--- config.mk ---
export PLATFORM = sky130hd
export DESIGN_NAME = fetch_seq
export DESIGN_NICKNAME = d
export VERILOG_FILES = /design/src/rtl/fetch_seq.sv
export SDC_FILE = /design/constraint.sdc
export NUM_CORES = 1
export LEC_CHECK = 0
export ABC_CLOCK_PERIOD_IN_PS = 5100
export BUFFER_PORTS_ARGS = -buffer_cell sky130_fd_sc_hd__buf_2
export CORE_ASPECT_RATIO = 0.6
export CORE_MARGIN = 10
export CORE_UTILIZATION = 54
export DETAILED_ROUTE_END_ITERATION = 16
export GPL_TIMING_DRIVEN = 1
export MAX_ROUTING_LAYER = met4
export PLACE_DENSITY = 0.81
export SLEW_MARGIN = 20
export SYNTH_ARGS = -nofsm -noshare
export SYNTH_HDL_FRONTEND = slang
export SYNTH_SLANG_ARGS = --single-unit
export TNS_END_PERCENT = 20
--- constraint.sdc ---
create_clock -name clk -period 5.1 [get_ports clk]
set_input_delay 0.765 -clock clk [delete_from_list [all_inputs] [get_ports clk]]
set_output_delay 0.765 -clock clk [all_outputs]
set_load 0.05 [all_outputs]
--- src/rtl/fetch_seq.sv ---
// Fetch stage of the sequential Y86 core: holds the PC, reads an instruction one byte
// at a time from byte-wide instruction memory and splits it into icode/ifun/rA/rB/valC/valP.
module fetch_seq #(
    parameter logic [31:0] RESET_PC  = 32'h0,
    parameter int          IMEM_SIZE = 4096
) (
    input  logic        clk,
    input  logic        rst_n,
    input  logic [31:0] new_pc,
    input  logic        pc_load,
    output logic        mem_req,
    output logic [31:0] mem_addr,
    input  logic        mem_ack,
    input  logic [7:0]  mem_rdata,
    output logic [31:0] pc,
    output logic [3:0]  icode,
    output logic [3:0]  ifun,
    output logic [3:0]  rA,
    output logic [3:0]  rB,
    output logic [31:0] valC,
    output logic [31:0] valP,
    output logic        instr_valid,
    output logic [2:0]  stat,
    output logic [1:0]  dbgState
);

    // Handshake: a byte transfers on every rising edge where mem_req && mem_ack are both high;
    // mem_addr is held stable from the first cycle of mem_req until that transfer happens.

    typedef enum logic [1:0] {
        REQ  = 2'd0,
        DONE = 2'd1,
        STOP = 2'd2
    } fetchState_t;

    localparam logic [31:0] IMEM_LIMIT = 32'(IMEM_SIZE);
    localparam logic [2:0]  STAT_AOK   = 3'd1;
    localparam logic [2:0]  STAT_HLT   = 3'd2;
    localparam logic [2:0]  STAT_ADR   = 3'd3;
    localparam logic [2:0]  STAT_INS   = 3'd4;

    fetchState_t state;
    fetchState_t stateNext;
    logic [2:0]  byteIdx;
    logic [31:0] byteAddr;
    logic        adrFault;
    logic        take;
    logic        badCode;
    logic [2:0]  curLen;
    logic        lastByte;
    logic        regByte;
    logic        constByte;
    logic [1:0]  constSlot;

    function automatic logic [2:0] lenOf(input logic [3:0] code);
        logic [2:0] len;
        len = 3'd1;
        case (code)
            4'h0, 4'h1, 4'h9:       len = 3'd1;
            4'h2, 4'h6, 4'hA, 4'hB: len = 3'd2;
            4'h3, 4'h4, 4'h5:       len = 3'd6;
            4'h7, 4'h8:             len = 3'd5;
            default:                len = 3'd1;
        endcase
        return len;
    endfunction

    assign byteAddr = pc + {29'd0, byteIdx};
    assign adrFault = (byteAddr >= IMEM_LIMIT);
    assign take     = mem_req && mem_ack;

    // Byte 0 is still on the bus, so its length comes from mem_rdata rather than icode.
    assign badCode  = (byteIdx == 3'd0) && (mem_rdata[7:4] > 4'hB);
    assign curLen   = (byteIdx == 3'd0) ? lenOf(mem_rdata[7:4]) : lenOf(icode);
    assign lastByte = (byteIdx == (curLen - 3'd1));

    assign regByte   = (byteIdx == 3'd1) && ((curLen == 3'd2) || (curLen == 3'd6));
    assign constByte = ((curLen == 3'd6) && (byteIdx >= 3'd2)) ||
                       ((curLen == 3'd5) && (byteIdx >= 3'd1));
    assign constSlot = (curLen == 3'd6) ? 2'(byteIdx - 3'd2) : 2'(byteIdx - 3'd1);

    // State register
    always_ff @(posedge clk or negedge rst_n) begin
        if (!rst_n) begin
            state <= REQ;
        end else begin
            state <= stateNext;
        end
    end

    // Next-state logic
    always_comb begin
        stateNext = state;
        case (state)
            REQ: begin
                if (adrFault) begin
                    stateNext = STOP;
                end else if (take) begin
                    if (badCode) begin
                        stateNext = STOP;
                    end else if (lastByte) begin
                        stateNext = DONE;
                    end
                end
            end
            DONE: begin
                if (icode == 4'h0) begin
                    stateNext = STOP;
                end else if (pc_load) begin
                    stateNext = REQ;
                end
            end
            STOP:    stateNext = STOP;
            default: stateNext = STOP;
        endcase
    end

    // Output logic; the request drops with rst_n so an in-flight fetch aborts immediately.
    always_comb begin
        mem_req  = 1'b0;
        mem_addr = byteAddr;
        dbgState = state;
        if (state == REQ && !adrFault && rst_n) begin
            mem_req = 1'b1;
        end
    end

    // Datapath: PC, byte counter, decoded fields and status
    always_ff @(posedge clk or negedge rst_n) begin
        if (!rst_n) begin
            pc          <= RESET_PC;
            byteIdx     <= 3'd0;
            icode       <= 4'h0;
            ifun        <= 4'h0;
            rA          <= 4'hF;
            rB          <= 4'hF;
            valC        <= 32'h0;
            valP        <= RESET_PC;
            instr_valid <= 1'b0;
            stat        <= STAT_AOK;
        end else begin
            case (state)
                REQ: begin
                    if (adrFault) begin
                        stat <= STAT_ADR;
                    end else if (take) begin
                        byteIdx <= byteIdx + 3'd1;
                        if (byteIdx == 3'd0) begin
                            icode <= mem_rdata[7:4];
                            ifun  <= mem_rdata[3:0];
                        end
                        if (badCode) begin
                            stat        <= STAT_INS;
                            instr_valid <= 1'b1;
                        end else begin
                            if (regByte) begin
                                rA <= mem_rdata[7:4];
                                rB <= mem_rdata[3:0];
                            end
                            if (constByte) begin
                                valC[{constSlot, 3'b000} +: 8] <= mem_rdata;
                            end
                            if (lastByte) begin
                                valP        <= pc + {29'd0, curLen};
                                instr_valid <= 1'b1;
                            end
                        end
                    end
                end
                DONE: begin
                    if (icode == 4'h0) begin
                        stat <= STAT_HLT;
                    end else if (pc_load) begin
                        pc          <= new_pc;
                        byteIdx     <= 3'd0;
                        icode       <= 4'h0;
                        ifun        <= 4'h0;
                        rA          <= 4'hF;
                        rB          <= 4'hF;
                        valC        <= 32'h0;
                        valP        <= new_pc;
                        instr_valid <= 1'b0;
                    end
                end
                default: begin
                end
            endcase
        end
    end

endmodule
==> flow_metrics.env, run 1 <==
export IMPL_cts_path_max_buffers=2
export IMPL_synthArstFlopShare_pct=100
export IMPL_path_buf_inv=1
export IMPL_grt_pass1_vias=7280
export IMPL_crit_path_start_kind="flip-flop"
export IMPL_clock_latency_ns=0.42
export IMPL_grt_pass1_wl_mm=41.7
export IMPL_peakVddDrop_mv=0.176
export IMPL_syn_area_um2=7560
export IMPL_cp_slowest_stage_delay_ns=0.47
export IMPL_p_sw_share_pct=28.4
export IMPL_p_seq_share_pct=40.2
export IMPL_cts_tree="done"
export IMPL_vias=7519
export IMPL_critPathCaptureType="primary output"
export IMPL_grt_use_total_pct=27.6
export IMPL_synth_cell_types=71
export IMPL_drt_iter0_markers=949
export IMPL_rr_endpoint="valP[30]"
export IMPL_yosysTopAreaCellShare_pct=37.1
export IMPL_r2r_start="pc[2]"
export IMPL_p_int_mw=1.78
export IMPL_worst_pin_slew_ns=0.881
export IMPL_ys_flop_type="dfrtp_1"
export IMPL_placementRows=33
export IMPL_power_density_nw_per_um2=266
export IMPL_outcome="finished, final reports clean"
export IMPL_post_route_period_util_pct=94.7
export IMPL_ys_seq_area_share_pct=40.2
export IMPL_area_growth_pct=23.3
export IMPL_antenna_left=0
export IMPL_firstDrtPassIters=6
export IMPL_wl_per_cell_um=21.7
export IMPL_path_max_fanout=7
export IMPL_syn_nets=918
export IMPL_clk_pin_slew_worst_paths_ns=0.06
export IMPL_cap_viol_max_count=0
export IMPL_route_detailed_drc=0
export IMPL_nFillCells=1124
export IMPL_pwr_share_clk_pct=49.6
export IMPL_routed_wl_mm=26.8
export IMPL_cp_data_required_time_ns=4.34
export IMPL_diodes=0
export IMPL_slowest_stage="dfrtp_1"
export IMPL_dieArea_um2=19300
export IMPL_antenna_found_initial=0
export IMPL_synth_largest_area_cell="dfrtp_1"
export IMPL_ios=195
export IMPL_die_w_um=173
export IMPL_cts_htree_levels=4
export IMPL_multiInputGateArea_um2=4180
export IMPL_fmax_ghz=0.207
export IMPL_die_y_um=112
export IMPL_leakagePower_nw=4.83
export IMPL_synth_edf_count=0
export IMPL_worst_ep_arrival_time_ns=4.06
export IMPL_place_inst=1200
export IMPL_critPathKind="reg2out"
export IMPL_routabilityCongestion=0.981
export IMPL_max_slew_margin_pct=40.8
export IMPL_via_per_inst=6.09
export IMPL_path_cells="ha_1 -> fa_1 -> a21oi_2 -> nor4_4 -> or4_1 -> o21ai_1 -> nand4_1 -> or2_2 -> nor3_2 -> and3_1 -> buf_2"
export IMPL_numCtsBuffers=17
export IMPL_r2r_setup_slack_ns=0.75
export IMPL_grt_setup_unrepaired="no"
export IMPL_whs_endpoint="rA[0]"
export IMPL_hp_class="reg2reg"
export IMPL_synth_cells=853
export IMPL_drv_slew=0
export IMPL_power_total_mw=2.48
export IMPL_hold_path_startpoint="rA[0]"
export IMPL_setup_viol=0
export IMPL_final_setup_skew_ns=0.0109
export IMPL_layout_drive_gt1_share_pct=28.8
export IMPL_fin_tns_setup_ns=0
export IMPL_cp_top_family="simple AND/OR/NAND/NOR gates"
export IMPL_seqCellArea_um2=3040
export IMPL_syn_area_per_cell_um2=8.87
export IMPL_grt_start_max_net_pins=69
export IMPL_p_sw_uw=705
export IMPL_initial_core_util_pct=55.3
export IMPL_synth_area_leaders="dfrtp_1 37%, nand2_1 9.7%, xnor2_1 4.4%"
export IMPL_core_area_um2=13700
export IMPL_port_buffers=194
export IMPL_yosys_warnings=0
export IMPL_ys_ff_latch=121
export IMPL_cts_sinks=121
export IMPL_finalHoldViolCount=0
export IMPL_hpwl_mm=19.7
export IMPL_num_nets_final=1095
export IMPL_layout_min_cycle_time_ns=4.83
export IMPL_instances_no_fill=1235
export IMPL_worstRegToRegCells=10
export IMPL_grt_overflow=0
export IMPL_p_comb_share_pct=10.2
export IMPL_root_buffer="clkbuf_16"
export IMPL_min_delay_path_depth=2
-- stage by stage --
stage          utilization, %  hold slack [ns]  area [um2]  setup WS [ns]
6_report                 68.2            0.460        9320          0.272
5_1_grt                  68.2            0.474        9320         0.0467
4_1_cts                  67.9            0.462        9280         0.0432
3_5_place_dp             63.6            0.454        8690          0.519
3_3_place_gp             63.6            0.454        8690          0.580
2_1_floorplan               -            0.469        7560          0.720
-- sequential cells by signal, indices dropped and copies added, names as in the netlist --
signal and cells:
rB 4, icode 4, byteIdx 3, rA 4
stat 3, pc 32, valC 32, dbgState 2
valP 32, ifun 4, instr_valid 1
-- synth_stat cells, types with 4 or more instances --
master and number:
nand2_1 195, dfrtp_1 112, xnor2_1 38, nor2_1 37, o211ai_1 32, clkbuf_1 31
o22ai_1 31, xor2_1 27, inv_1 26, nand3_1 24, a22o_1 23, nand4_1 23
buf_2 20, ha_1 19, and3_1 15, nor3_1 15, a21oi_1 14, mux2i_1 13
a21o_1 12, nor4_1 10, dfstp_2 9, o21ai_0 9, a32o_1 8, nand2b_1 8
buf_4 7, or4_1 5, and2_1 4, buf_1 4, o221ai_1 4, or2_2 4
-- worst max path at each step --
stage | to | from | slack [ns] | cells past startpoint
after floorplan | mem_req | pc[0] | 0.72 | 10
after global placement | mem_req | byteIdx[0] | 0.58 | 11
after detailed placement | mem_req | byteIdx[1] | 0.52 | 10
after CTS | mem_req | pc[2] | 0.04 | 10
after global routing | mem_req | byteIdx[0] | 0.05 | 11
final | mem_req | byteIdx[0] | 0.27 | 11
-- placed cells by master, fill, tap and decap left out, types with 3 or more instances in the layout --
cell type and n:
nor2b_1 3, and2_1 4, o211ai_1 32, nor2_1 36, nor3_1 14, or4_1 5, nand2_1 194, o22ai_1 31
nand3_2 3, a21oi_2 3, a211oi_1 3, o2111ai_1 3, or4_4 3, xor2_1 27, ha_1 19, a21oi_1 13
a21o_1 12, o21ai_0 9, mux2i_1 13, clkbuf_16 17, nand2b_1 7, a22o_1 23, buf_2 193, nand3_1 24
dfrtp_1 112, nor4_4 4, or2_2 4, inv_1 26, or3_1 3, inv_6 3, a32o_1 8, xnor2_1 38
and3_1 15, dfstp_2 9, buf_4 28, clkinv_4 4, o221ai_1 4, nand4_1 23, nor4_1 10
-- timing repair --
action,CTS,global route
setup endpoints to repair,0,1
buffers inserted,0,3
hold buffers,0,0
resized for setup,0,3
-- cells by family (layout without fill, tap and decap cells) --
kind of cell | Yosys count | in the layout | synth area share [%]
buf+inv | 89 | 279 | 5.11
xor+xnor | 65 | 65 | 7.53
simple gates | 374 | 374 | 24.7
compound gates | 170 | 170 | 17.1
mux | 13 | 13 | 1.72
flops | 121 | 121 | 40.2
fa+ha+maj | 21 | 21 | 3.67
-- cell type report --
type	instances	area share [%]
Clock inverter	13	1.57
Tap cell	192	2.58
Inverter	26	1.05
Sequential cell	121	32.6
Timing Repair Buffer	221	12.6
Clock buffer	19	4.75
Multi-Input combinational cell	643	44.8
-- layer usage --
layer  vias to the layer above  part of all wire (%)  wire [um]  global-route usage (%)
li1                       3396                     -          -                       -
met2                       443                    40      10700                    35.8
met5                         -                     0          0                       -
met3                        34                    12       3100                    8.43
met4                         0                  0.97        259                    5.55
met1                      3646                    47      12700                    40.8
-- worst min-delay path: stages (launching register included) --
cell     delay [ns]
dfstp_2        0.37
inv_1          0.04
mux2i_1        0.05
-- power by group through the flow --
stage / registers (mW) / clock network (mW) / logic (mW)
2_1_floorplan: 1.04 / 0 / 0.133
5_1_grt: 0.999 / 1.28 / 0.272
6_report: 0.998 / 1.23 / 0.254
3_5_place_dp: 1.01 / 0 / 0.251
4_1_cts: 0.997 / 1.23 / 0.252
3_3_place_gp: 1.01 / 0 / 0.250
(Power assumes the default switching activity.)
==> inputs of run 2 (changes only) <==
--- a/config.mk
+++ b/config.mk
@@ -10,8 +10,10 @@
 export CORE_ASPECT_RATIO = 0.6
 export CORE_MARGIN = 10
 export CORE_UTILIZATION = 54
+export CTS_BUF_LIST = sky130_fd_sc_hd__clkbuf_4 sky130_fd_sc_hd__clkbuf_8 sky130_fd_sc_hd__clkbuf_16
 export DETAILED_ROUTE_END_ITERATION = 16
 export GPL_TIMING_DRIVEN = 1
+export HOLD_SLACK_MARGIN = 0.05
 export MAX_ROUTING_LAYER = met4
 export PLACE_DENSITY = 0.81
 export SLEW_MARGIN = 20
==> flow_metrics.env, run 2 (synthesized netlist as in run 1, its figures left out) <==
export IMPL_final_common_cell="nand2_1"
export IMPL_postLayoutCellArea_um2=9330
export IMPL_setup_viol=0
export IMPL_seqCellArea_um2=3040
export IMPL_cts_path_max_buffers=2
export IMPL_vias=7547
export IMPL_port_buffers=194
export IMPL_firstDrtPassIters=6
export IMPL_initial_core_util_pct=55.3
export IMPL_antenna_left=0
export IMPL_reg_top3="pc (32), valC (32), valP (32)"
export IMPL_wl_per_cell_um=21.6
export IMPL_finalHoldViolCount=0
export IMPL_fin_tns_setup_ns=0
export IMPL_multiInputGateArea_um2=4180
export IMPL_path_max_fanout=7
export IMPL_place_inst=1200
export IMPL_grt_pass1_wl_mm=41.7
export IMPL_drv_slew=0
export IMPL_final_setup_skew_ns=0.0101
export IMPL_clock_latency_ns=0.42
export IMPL_grt_use_total_pct=27.6
export IMPL_hpwl_mm=19.7
export IMPL_peakVddDrop_mv=0.176
export IMPL_cap_viol_max_count=0
export IMPL_routed_wl_mm=26.7
export IMPL_via_per_inst=6.11
export IMPL_cts_hold_repair_buffers=0
export IMPL_grt_start_max_net_pins=69
export IMPL_fmax_ghz=0.206
export IMPL_r2r_start="pc[2]"
export IMPL_worst_ep_arrival_time_ns=4.09
export IMPL_die_w_um=173
export IMPL_critPathKind="reg2out"
export IMPL_layout_drive_gt1_share_pct=28.9
export IMPL_grt_overflow=0
export IMPL_instances_no_fill=1235
export IMPL_leakagePower_nw=4.84
export IMPL_antenna_found_initial=0
export IMPL_ios=195
export IMPL_power_total_mw=2.48
export IMPL_placementRows=33
export IMPL_nFillCells=1123
export IMPL_diodes=0
export IMPL_place_area_um2=8690
export IMPL_routabilityCongestion=0.981
export IMPL_power_density_nw_per_um2=266
export IMPL_grt_pass1_vias=7282
export IMPL_grt_setup_unrepaired="no"
export IMPL_max_slew_margin_pct=40.3
export IMPL_outcome="finished, final reports clean"
export IMPL_worst_pin_slew_ns=0.895
export IMPL_dieArea_um2=19300
export IMPL_post_route_period_util_pct=95.1
export IMPL_route_detailed_drc=0
export IMPL_core_area_um2=13700
export IMPL_critPathCaptureType="primary output"
export IMPL_numCtsBuffers=17
export IMPL_cts_sinks=121
export IMPL_cp_data_required_time_ns=4.34
export IMPL_layout_min_cycle_time_ns=4.85
export IMPL_layout_common_cells="194 x nand2_1, 193 x buf_2, 112 x dfrtp_1"
export IMPL_hp_class="reg2reg"
export IMPL_drt_iter0_markers=942
export IMPL_hold_path_startpoint="rA[0]"
export IMPL_die_y_um=112
export IMPL_root_buffer="clkbuf_16"
export IMPL_crit_start="byteIdx[0]"
export IMPL_crit_path_start_kind="flip-flop"
export IMPL_area_growth_pct=23.3
export IMPL_cts_tree="done"
export IMPL_num_nets_final=1095
export IMPL_clk_pin_slew_worst_paths_ns=0.06
export IMPL_cts_htree_levels=4
[run 2: worst paths after layout]
path | end | cells past startpoint | slack [ns]
worst max-delay path | mem_req | 11 | 0.25
worst min-delay path | rA[0] | 2 | 0.46
worst max register to register | valP[30] | 10 | 0.80
worst min register to register | rA[0] | 2 | 0.46
max in group asynchronous | pc[6] | 3 | 3.29
min in group asynchronous | valC[19] | 2 | 0.56
[run 2: repair_timing]
action	CTS	global route
gates resized for setup	0	3
setup endpoints to repair	0	1
setup buffers	0	3
[run 2: metrics by stage]
step / util [%] / hold slack (ns) / setup WS [ns]
detailed placement: 63.6 / 0.454 / 0.519
finish: 68.3 / 0.460 / 0.249
CTS: 67.9 / 0.462 / 0.0429
floorplan: - / 0.469 / 0.720
global placement: 63.6 / 0.454 / 0.580
global route: 68.3 / 0.474 / 0.0469
[run 2: area by class of cell]
class | count | area share [%]
Sequential cell | 121 | 32.6
Multi-Input combinational cell | 643 | 44.8
Clock buffer | 19 | 4.79
Tap cell | 192 | 2.58
Inverter | 26 | 1.05
Timing Repair Buffer | 221 | 12.6
Clock inverter | 13 | 1.57
[run 2: worst max-delay path, cell delays in order, from the launching register on]
cell     delay (ns)
dfrtp_1        0.47
ha_1           0.25
fa_1           0.44
a21oi_2        0.35
nor4_4         0.13
or4_1          0.41
o21ai_1        0.16
nand4_1        0.21
or2_2          0.39
nor3_2         0.34
and3_1         0.24
buf_2          0.28
[run 2: per-layer routing]
| layer | vias to the layer above | GRT usage [%] | wire length [um] |
|---|---|---|---|
| li1 | 3400 | - | - |
| met1 | 3658 | 40.8 | 12500 |
| met2 | 457 | 35.8 | 10700 |
| met3 | 32 | 8.43 | 3270 |
| met4 | 0 | 5.55 | 261 |
| met5 | - | - | 0 |
[run 2: report_power, final]
group / internal (mW) / switching [mW] / total (mW)
logic: 0.0685 / 0.186 / 0.254
clock network: 0.743 / 0.489 / 1.23
registers: 0.971 / 0.0266 / 0.998
total: 1.78 / 0.701 / 2.48
